**config.mk**
```make
export PLATFORM = sky130hd
export DESIGN_NAME = rx_os_checker_array
export DESIGN_NICKNAME = d
export VERILOG_FILES = /design/src/rtl/rx_os_checker_array_pkg.sv /design/src/rtl/rx_os_checker_array_lane.sv /design/src/rtl/rx_os_checker_array.sv
export SDC_FILE = /design/constraint.sdc
export NUM_CORES = 1
export LEC_CHECK = 0
export CORE_ASPECT_RATIO = 1.2
export CORE_MARGIN = 10
export CORE_UTILIZATION = 60
export CTS_BUF_LIST = sky130_fd_sc_hd__clkbuf_4
export CTS_CLUSTER_DIAMETER = 40
export DETAILED_ROUTE_END_ITERATION = 8
export PLACE_DENSITY_LB_ADDON = 0.12
export SLEW_MARGIN = 20
export SYNTH_ARGS = -nofsm -noshare
export SYNTH_HDL_FRONTEND = slang
export SYNTH_HIERARCHICAL = 1
export SYNTH_SLANG_ARGS = --single-unit
```
**constraint.sdc**
```tcl
create_clock -name clk -period 8.32 [get_ports clk]
set_clock_uncertainty 0.05 [all_clocks]
set_input_delay 1.248 -clock clk [delete_from_list [all_inputs] [get_ports clk]]
set_output_delay 1.248 -clock clk [all_outputs]
set_load 0.005 [all_outputs]
```
**src/rtl/rx_os_checker_array_pkg.sv**
```systemverilog
// Shared definitions for the RX ordered-set checker array: LTSSM substate
// encodings, OS type codes, per-lane OS payload and the legality table.
package rx_os_checker_array_pkg;

  localparam int unsigned substateWidth = 4;
  localparam int unsigned countWidth    = 5;
  localparam int unsigned numWidth      = 8;
  localparam logic [countWidth-1:0] countMax = {countWidth{1'b1}};

  typedef enum logic [substateWidth-1:0] {
    detectQuiet          = 4'd0,
    detectActive         = 4'd1,
    pollingActive        = 4'd2,
    pollingConfiguration = 4'd3,
    cfgLinkWidthStart    = 4'd4,
    cfgLinkWidthAccept   = 4'd5,
    cfgLanenumWait       = 4'd6,
    cfgLanenumAccept     = 4'd7,
    cfgComplete          = 4'd8,
    cfgIdle              = 4'd9
  } substateT;

  typedef enum logic [1:0] {
    osOther = 2'b00,
    osTs1   = 2'b01,
    osTs2   = 2'b10,
    osEios  = 2'b11
  } osTypeT;

  // Pad flags are 1 when the corresponding number field carries PAD.
  typedef struct packed {
    logic [1:0]          osType;
    logic                linkPad;
    logic                lanePad;
    logic [numWidth-1:0] linkNum;
    logic [numWidth-1:0] laneNum;
  } osFieldsT;

  // Legality of one ordered set for the given substate (type and pad checks).
  function automatic logic osMatches(input logic [substateWidth-1:0] substate,
                                     input logic [1:0] osType,
                                     input logic linkPad,
                                     input logic lanePad);
    logic isTs1;
    logic isTs2;
    logic result;
    isTs1  = (osType == osTs1);
    isTs2  = (osType == osTs2);
    result = 1'b0;
    case (substate)
      pollingActive:        result = (isTs1 || isTs2) && linkPad && lanePad;
      pollingConfiguration: result = isTs2 && linkPad && lanePad;
      cfgLinkWidthStart,
      cfgLinkWidthAccept:   result = isTs1 && !linkPad && lanePad;
      cfgLanenumWait:       result = isTs1 && !linkPad && !lanePad;
      cfgLanenumAccept:     result = (isTs1 || isTs2) && !linkPad && !lanePad;
      cfgComplete:          result = isTs2 && !linkPad && !lanePad;
      default:              result = 1'b0;
    endcase
    return result;
  endfunction

endpackage

```
**src/rtl/rx_os_checker_array_lane.sv**
```systemverilog
// One lane checker: consecutive identical-OS counter, reference fields and
// registered threshold comparator.
module rx_lane_os_counter
  import rx_os_checker_array_pkg::*;
(
  input  logic                  clk,
  input  logic                  reset,
  input  logic                  enable,
  input  logic                  substateChange,
  input  logic                  osValid,
  input  logic                  osMatch,
  input  osFieldsT              osFields,
  input  logic [countWidth-1:0] comparatorsCount,
  output logic                  comparator,
  output logic [numWidth-1:0]   rxLinkNum,
  output logic [numWidth-1:0]   rxLaneNum
);

  logic [countWidth-1:0] count;
  logic [countWidth-1:0] countNext;
  logic                  refValid;
  logic                  refValidNext;
  osFieldsT              refFields;
  osFieldsT              refFieldsNext;
  logic                  clearLane;
  logic                  identical;

  // Clear beats everything; otherwise a pulse restarts, extends or resets the run.
  always_comb begin
    countNext     = count;
    refValidNext  = refValid;
    refFieldsNext = refFields;
    clearLane     = !enable || substateChange;
    identical     = refValid && (osFields == refFields);
    if (clearLane) begin
      countNext    = '0;
      refValidNext = 1'b0;
    end else if (osValid) begin
      if (!osMatch) begin
        countNext = '0;
      end else if (identical) begin
        if (count != countMax) countNext = count + countWidth'(1);
      end else begin
        countNext     = countWidth'(1);
        refValidNext  = 1'b1;
        refFieldsNext = osFields;
      end
    end
  end

  always_ff @(posedge clk or negedge reset) begin
    if (!reset) begin
      count      <= '0;
      refValid   <= 1'b0;
      refFields  <= '0;
      comparator <= 1'b0;
    end else begin
      count      <= countNext;
      refValid   <= refValidNext;
      refFields  <= refFieldsNext;
      comparator <= enable && (countNext >= comparatorsCount);
    end
  end

  // Reference fields survive clears, so the reported numbers hold too.
  assign rxLinkNum = refFields.linkNum;
  assign rxLaneNum = refFields.laneNum;

endmodule

```
**src/rtl/rx_os_checker_array.sv**
```systemverilog
// Per-lane RX ordered-set checkers feeding the master RX LTSSM: substate-change
// detect, lane slicing and shared match decode around MAXLANES lane counters.
module rx_os_checker_array
  import rx_os_checker_array_pkg::*;
#(
  parameter int unsigned MAXLANES = 16
) (
  input  logic                         clk,
  input  logic                         reset,
  input  logic [substateWidth-1:0]     substate,
  input  logic [countWidth-1:0]        comparatorsCount,
  input  logic [MAXLANES-1:0]          resetOsCheckers,
  input  logic [MAXLANES-1:0]          osValid,
  input  logic [2*MAXLANES-1:0]        osType,
  input  logic [MAXLANES-1:0]          osLinkPad,
  input  logic [MAXLANES-1:0]          osLanePad,
  input  logic [numWidth*MAXLANES-1:0] osLinkNum,
  input  logic [numWidth*MAXLANES-1:0] osLaneNum,
  output logic [MAXLANES-1:0]          countersComparators,
  output logic [numWidth*MAXLANES-1:0] rxLinkNum,
  output logic [numWidth*MAXLANES-1:0] rxLaneNum
);

  logic [substateWidth-1:0] substateQ;
  logic                     substateChange;

  always_ff @(posedge clk or negedge reset) begin
    if (!reset) substateQ <= '0;
    else        substateQ <= substate;
  end

  assign substateChange = (substate != substateQ);

  for (genvar g = 0; g < MAXLANES; g++) begin : genLane
    osFieldsT laneFields;
    logic     laneMatch;

    assign laneFields = {osType[2*g +: 2], osLinkPad[g], osLanePad[g],
                         osLinkNum[numWidth*g +: numWidth],
                         osLaneNum[numWidth*g +: numWidth]};
    assign laneMatch  = osMatches(substate, osType[2*g +: 2], osLinkPad[g], osLanePad[g]);

    rx_lane_os_counter uLane (
      .clk              (clk),
      .reset            (reset),
      .enable           (resetOsCheckers[g]),
      .substateChange   (substateChange),
      .osValid          (osValid[g]),
      .osMatch          (laneMatch),
      .osFields         (laneFields),
      .comparatorsCount (comparatorsCount),
      .comparator       (countersComparators[g]),
      .rxLinkNum        (rxLinkNum[numWidth*g +: numWidth]),
      .rxLaneNum        (rxLaneNum[numWidth*g +: numWidth])
    );
  end

endmodule

```
==> results of run 1 <==
[layout by cell type, fill, tap and decap left out, types with 14 or more instances in the layout]
cell	count
nor2b_1	94
a21o_1	17
nor2_1	81
a2bb2oi_1	200
xnor2_1	202
mux2i_1	43
o21ai_0	52
inv_1	165
clkbuf_4	166
nor4_4	26
nand2b_1	71
nand3_1	71
a21oi_1	64
diode_2	24
clkinv_1	40
o211ai_1	320
and3_1	16
clkdlybuf4s50_1	631
a41oi_1	16
nand2_1	436
clkinv_2	14
buf_4	54
o22ai_1	26
xor2_1	78
a31oi_1	16
dfrtp_1	436
nand4_1	371
o31ai_1	48
a2bb2oi_2	120
a22o_1	16
and2_1	22
mux2_2	16
ha_1	128
[Yosys cell counts (12+ instances only)]
cell / instances
inv_1: 165
a41oi_1: 16
a31oi_1: 16
buf_1: 13
o22ai_1: 26
o211ai_1: 320
nor2_1: 82
clkbuf_1: 126
nor2b_1: 94
o31ai_1: 48
mux2_2: 16
a21o_1: 17
buf_6: 13
mux2i_1: 43
and2_1: 22
buf_4: 284
xor2_1: 78
a21oi_1: 65
nand4_1: 371
buf_12: 12
nand3_1: 71
a2bb2oi_2: 120
nand2b_1: 71
buf_2: 61
nor4_4: 16
o21ai_0: 52
nand2_1: 436
a22o_1: 16
dfrtp_1: 436
ha_1: 128
a2bb2oi_1: 200
xnor2_1: 202
and3_1: 22
[cell families (layout without fill, tap and decap cells)]
group,count (synthesis),count (layout),share of synthesized area (%)
other cells,0,24,0
xor+xnor,280,280,7.086
flops,436,436,31.53
simple gates,1272,1272,20.05
buf+inv,680,1076,11.54
mux,59,59,1.764
fa+ha+maj,128,128,4.628
compound gates,952,952,23.40
[flip-flops by register name, indices dropped and copies added, names as in the netlist]
| register | count |
|---|---|
| genLane.uLane/count | 80 |
| genLane.uLane/refFields | 64 |
| genLane.uLane/refValid | 16 |
| genLane.uLane/rxLaneNum | 128 |
| substateQ | 4 |
| genLane.uLane/comparator | 16 |
| genLane.uLane/rxLinkNum | 128 |
[stage by stage]
stage / power (mW) / worst slack (ns)
2_1_floorplan: 2.790 / 3.971
3_3_place_gp: 3.249 / 2.228
3_5_place_dp: 3.263 / 2.049
4_1_cts: 5.225 / 2.986
5_1_grt: 5.418 / 2.506
6_report: 5.179 / 2.877
[per-layer routing]
metal | GRT usage, % | vias to the layer above | wire, um
met5 | 0 | - | 142
met4 | 15.97 | 22 | 4582
met3 | 8.197 | 261 | 9202
met2 | 49.67 | 1164 | 52740
met1 | 37.36 | 15390 | 42890
li1 | - | 14640 | -
[how the worst max path moves through the flow]
| stage | startpoint | end | slack, ns | depth (start not counted) |
|---|---|---|---|---|
| 4_1_cts | substate[3] | genLane[14].uLane/comparator | 2.99 | 13 |
| 3_5_place_dp | substate[3] | genLane[14].uLane/comparator | 2.05 | 13 |
| 2_1_floorplan | substate[3] | genLane[0].uLane/comparator | 3.97 | 14 |
| 3_3_place_gp | substate[3] | genLane[14].uLane/comparator | 2.23 | 13 |
| 5_1_grt | substate[3] | genLane[14].uLane/comparator | 2.51 | 13 |
| 6_report | substate[3] | genLane[13].uLane/comparator | 2.88 | 13 |
[final cells by class]
type,instances,area (um^2)
fillers,4604,16530
flip-flops and latches,436,10910
diodes,24,60.06
multi-input cells,2691,19870
well taps,735,919.6
inverters,165,619.3
repair buffers,689,6766
clock buffers,166,1246
clock inverters,56,257.7
[report_power, final]
| group | total [mW] | leakage [nW] | internal, mW | switching (mW) |
|---|---|---|---|---|
| Combinational | 0.912 | 9.77 | 0.486 | 0.426 |
| Sequential | 2.32 | 6.05 | 2.20 | 0.111 |
| Clock | 1.95 | 0.896 | 0.957 | 0.994 |
| Total | 5.18 | 16.7 | 3.65 | 1.53 |
[critical path, stage by stage]
cell and delay [ns]:
clkdlybuf4s50_1 0.69, and3b_1 0.55, a21o_1 0.98, mux2i_1 0.17, o22ai_1 0.38, and3_1 0.85, nand2_1 0.23, o31ai_1 0.34
ha_1 0.29, a21oi_1 0.14, nor2b_1 0.05, o21ai_0 0.13, a21oi_1 0.08
==> results.json, run 1 <==
{
  "outcome": "finished, final reports clean",
  "clk_latency_ns": 0.92,
  "design_area_um2": 40650,
  "grt_overflow_total": 0,
  "avgSynthCellArea_um2": 9.090,
  "regToRegSetupSlack_ns": 4.82,
  "antenna_found_initial": 34,
  "async_flop_share_pct": 100.0,
  "rsz0062_at_grt": "false",
  "cap_violations": 0,
  "gr-usage-all-layers_pct": 30.90,
  "area_delta_synth_final_pct": 17.46,
  "setup-tns-final_ns": 0,
  "synth-warning-count": 6,
  "dp_hpwl_mm": 77.74,
  "synthCells": 3807,
  "final_hold_viol_count": 0,
  "endpoint_kind": "register",
  "cts_setup_buffers": 0,
  "worstSetupStartpointType": "input port",
  "cts-htree-levels": 3,
  "synthesis.area_um2": 34610,
  "hold_class": "in -> async",
  "vdd_drop_max_mv": 0.09805,
  "max-clock-path-buffers": 3,
  "cts_tree": "built",
  "vias": 31480,
  "reg2reg_to": "genLane[12].uLane/comparator",
  "drtIter0Drc": 2146,
  "power.leakage_nw": 16.71,
  "reg2regPathDepth": 12,
  "cts-buffers-inserted": 121,
  "grt_pass1_vias": 30740,
  "crit_type": "in -> reg",
  "slew_violations": 0,
  "avgRoutedWirePerCell_um": 22.08,
  "vias_per_cell": 6.344,
  "die_x_um": 239.2,
  "dp_cells": 4716,
  "hold_slack_ns": 0.3449,
  "timing.rr.start": "substateQ[0]",
  "cts.sinks": 436,
  "drive_gt1_share_pct": 10.56,
  "grt_start_max_net_pins": 115,
  "wl_mm": 109.6,
  "crit_arrival_ns": 6.15,
  "boundaryPins": 635,
  "synth_edf_count": 0,
  "synth_area_leaders": "dfrtp_1 32%, o211ai_1 6.9%, nand4_1 6.7%",
  "slew_headroom_pct": 20.61,
  "syn_nets": 4298,
  "core_area_um2": 57170,
  "final_core_util_pct": 71.10,
  "stdcell_count": 4962,
  "synth_top_area_share_pct": 31.53,
  "io_buffers": 634,
  "clkTransAtPathRegs_ns": 0.07,
  "min_period_over_period_pct": 65.42,
  "synth_top_cell_by_area": "dfrtp_1",
  "grt_pass1_wl_mm": 170.4,
  "drc": 0,
  "worstMarginPinSlew_ns": 1.191,
  "ys_seq_area_share_pct": 31.53,
  "routabilityCongestion": 0.8804,
  "initial_core_util_pct": 60.53,
  "cp_max_fo": 24,
  "setup_viol": 0,
  "place_area_um2": 39090,
  "ys.flop_type": "dfrtp_1",
  "rows": 96,
  "root_buffer": "clkbuf_4",
  "post_cts_resized": 0,
  "fin_crit_ns": 5.443,
  "cp.required_ns": 9.03,
  "ctsHoldBuffers": 0,
  "nets": 4595,
  "ys_ff_latch": 436,
  "powerDensity_nw_per_um2": 127.4,
  "drtPass1Iterations": 6,
  "dieArea_um2": 67720,
  "fmax_ghz": 0.1837,
  "die_y_um": 283.1,
  "postRouteAntennaNets": 0,
  "yosysUniqueCellTypes": 56
}
Note: power is estimated with default switching activity, not from simulation.
==> run 2: changes to the inputs <==
--- a/config.mk
+++ b/config.mk
@@ -7,7 +7,7 @@
 export LEC_CHECK = 0
 export CORE_ASPECT_RATIO = 1.2
 export CORE_MARGIN = 10
-export CORE_UTILIZATION = 60
+export CORE_UTILIZATION = 55
 export CTS_BUF_LIST = sky130_fd_sc_hd__clkbuf_4
 export CTS_CLUSTER_DIAMETER = 40
 export DETAILED_ROUTE_END_ITERATION = 8
==> constraint.sdc (replaced) <==
create_clock -name clk -period 5.45 [get_ports clk]
set_clock_uncertainty 0.05 [all_clocks]
set_input_delay 0.8175 -clock clk [delete_from_list [all_inputs] [get_ports clk]]
set_output_delay 0.8175 -clock clk [all_outputs]
set_load 0.005 [all_outputs]
==> run 2 against run 1 <==
Against the previous run: sequential cell count unchanged; non-clock buffer count up 39; register-to-register slack worse by 2.5 ns; critical path depth up 1; sequential share of layout area down 0.27 points; sequential power up 52%; utilization down 5.1 points; cell count up 2.2%; worst hold slack better by 0.11 ns; first-iteration DRC count down 9.6%; cell area up 1.0%; critical path type unchanged; critical endpoint is now genLane[14].uLane/comparator; largest cell class unchanged.
==> results.json, run 2 (synthesis results as in run 1) <==
{
  "path_cells": "clkdlybuf4s50_1 -> or4b_2 -> buf_4 -> nor2_1 -> or4_1 -> o22ai_1 -> and3_1 -> nand2_1 -> o31ai_1 -> ha_1 -> a21oi_1 -> nor2b_1 -> o21ai_0 -> a21oi_1",
  "seq_power_share_pct": 44.4,
  "crit_arrival_ns": 4.74,
  "final_hold_viol_count": 0,
  "slew_headroom_pct": 37.59,
  "final_core_util_pct": 66.03,
  "comb_power_share_pct": 17.5,
  "post_cts_resized": 0,
  "avgRoutedWirePerCell_um": 21.68,
  "cp.required_ns": 6.16,
  "grt_pass1_vias": 30690,
  "nets": 4632,
  "design_area_um2": 41060,
  "timing.rr.start": "genLane[14].uLane/rxLinkNum[7]",
  "place_area_um2": 39490,
  "reg2regPathDepth": 10,
  "cts_setup_buffers": 0,
  "area_delta_synth_final_pct": 18.65,
  "power.internal_mw": 5.636,
  "clkPwrFrac_pct": 38.1,
  "multi_input_area_um2": 19860,
  "root_buffer": "clkbuf_4",
  "stdcell_count": 5070,
  "worstMarginPinSlew_ns": 0.9335,
  "vdd_drop_max_mv": 0.1633,
  "rows": 100,
  "fmax_ghz": 0.2480,
  "seq_area_um2": 10910,
  "netSwitchingPower_mw": 2.326,
  "cp_slowest_cell": "clkdlybuf4s50_1",
  "core_area_um2": 62180,
  "worst_path_most_repeated_cell": "a21oi_1",
  "slew_violations": 0,
  "endpoint_kind": "register",
  "grt_overflow_total": 0,
  "regToRegSetupSlack_ns": 2.29,
  "max-clock-path-buffers": 3,
  "total_power_mw": 7.962,
  "antenna_found_initial": 30,
  "crit_type": "in -> reg",
  "setup_viol": 0,
  "vias_per_cell": 6.169,
  "fin_crit_ns": 4.032,
  "worstSetupPathDepth": 14,
  "reg2reg_to": "genLane[14].uLane/comparator",
  "drive_gt1_share_pct": 11.22,
  "worstSetupStartpointType": "input port",
  "grt_pass1_wl_mm": 171.3,
  "dp_hpwl_mm": 79.29,
  "dp_cells": 4835,
  "final_common_cell": "clkdlybuf4s50_1",
  "sw_frac_of_total_pct": 29.21,
  "min_period_over_period_pct": 73.98,
  "hold_class": "reg -> reg",
  "final_cell_mix": "632 x clkdlybuf4s50_1, 436 x nand2_1, 436 x dfrtp_1, 371 x nand4_1, 320 x o211ai_1",
  "cts-htree-levels": 3,
  "die_y_um": 294.8,
  "fillers": 5275,
  "boundaryPins": 635,
  "outcome": "finished, final reports clean",
  "endpoint": "genLane[14].uLane/comparator",
  "cts-buffers-inserted": 119,
  "cp_max_fo": 11,
  "crit_family": "simple AND/OR/NAND/NOR gates",
  "postRouteAntennaNets": 0,
  "critPathLaunch": "substate[1]",
  "clkTransAtPathRegs_ns": 0.07,
  "drc": 0,
  "routabilityCongestion": 0.8965,
  "cts_tree": "built",
  "dieArea_um2": 73400,
  "vias": 31280,
  "critical_path.max_stage_delay_ns": 0.67,
  "cap_violations": 0,
  "critical_path_buf_inv_count": 2,
  "drtIter0Drc": 1940,
  "setup-tns-final_ns": 0,
  "cts.sinks": 436,
  "die_x_um": 249.0,
  "powerDensity_nw_per_um2": 193.9,
  "ctsHoldBuffers": 1,
  "initial_core_util_pct": 55.65,
  "rsz0062_at_grt": "false",
  "io_buffers": 634,
  "drtPass1Iterations": 7,
  "clk_latency_ns": 0.91,
  "wl_mm": 109.9,
  "gr-usage-all-layers_pct": 28.36,
  "power.leakage_nw": 16.91,
  "grt_start_max_net_pins": 101
}
run 2: stage by stage:
step	worst slack, ns	hold slack (ns)
after floorplan	1.532	0.4145
after global routing	1.144	0.4580
final	1.418	0.4540
after CTS	1.533	0.3843
after detailed placement	0.5572	0.4374
after global placement	0.5864	0.4283
run 2: worst min-delay path by stage:
stage                                   start                           to  slack [ns]  cells after the start
floorplan           genLane[4].uLane/refValid    genLane[4].uLane/refValid        0.41                      1
finish              genLane[8].uLane/refValid    genLane[8].uLane/refValid        0.45                      1
global route               resetOsCheckers[0]  genLane[0].uLane/comparator        0.46                      3
CTS                        resetOsCheckers[7]  genLane[7].uLane/comparator        0.38                      3
global placement    genLane[8].uLane/refValid    genLane[8].uLane/refValid        0.43                      1
detailed placement  genLane[8].uLane/refValid    genLane[8].uLane/refValid        0.44                      1
run 2: routing by layer:
layer | track usage [%] | wire [um] | part of all wire [%] | vias to the layer above
met5 | 0 | 138 | 0.13 | -
met4 | 12.41 | 4070 | 3.7 | 20
met3 | 7.186 | 8478 | 7.7 | 244
met2 | 46.98 | 52960 | 48 | 1089
met1 | 34.40 | 44280 | 40 | 15220
li1 | - | - | - | 14710
run 2: area by class of cell:
class / instances / share of cell area (%)
diodes: 22 / 0.1341
inverters: 165 / 1.508
clock inverters: 42 / 0.5515
flip-flops and latches: 436 / 26.57
repair buffers: 728 / 17.27
multi-input cells: 2691 / 48.37
clock buffers: 170 / 3.108
well taps: 816 / 2.487
run 2: power groups by stage:
stage | sequential [mW] | clock [mW] | combinational, mW
after floorplan | 3.55 | 0 | 0.711
after global placement | 3.58 | 0 | 1.38
after detailed placement | 3.59 | 0 | 1.40
after CTS | 3.53 | 3.11 | 1.41
after global routing | 3.55 | 3.28 | 1.52
final | 3.53 | 3.03 | 1.40
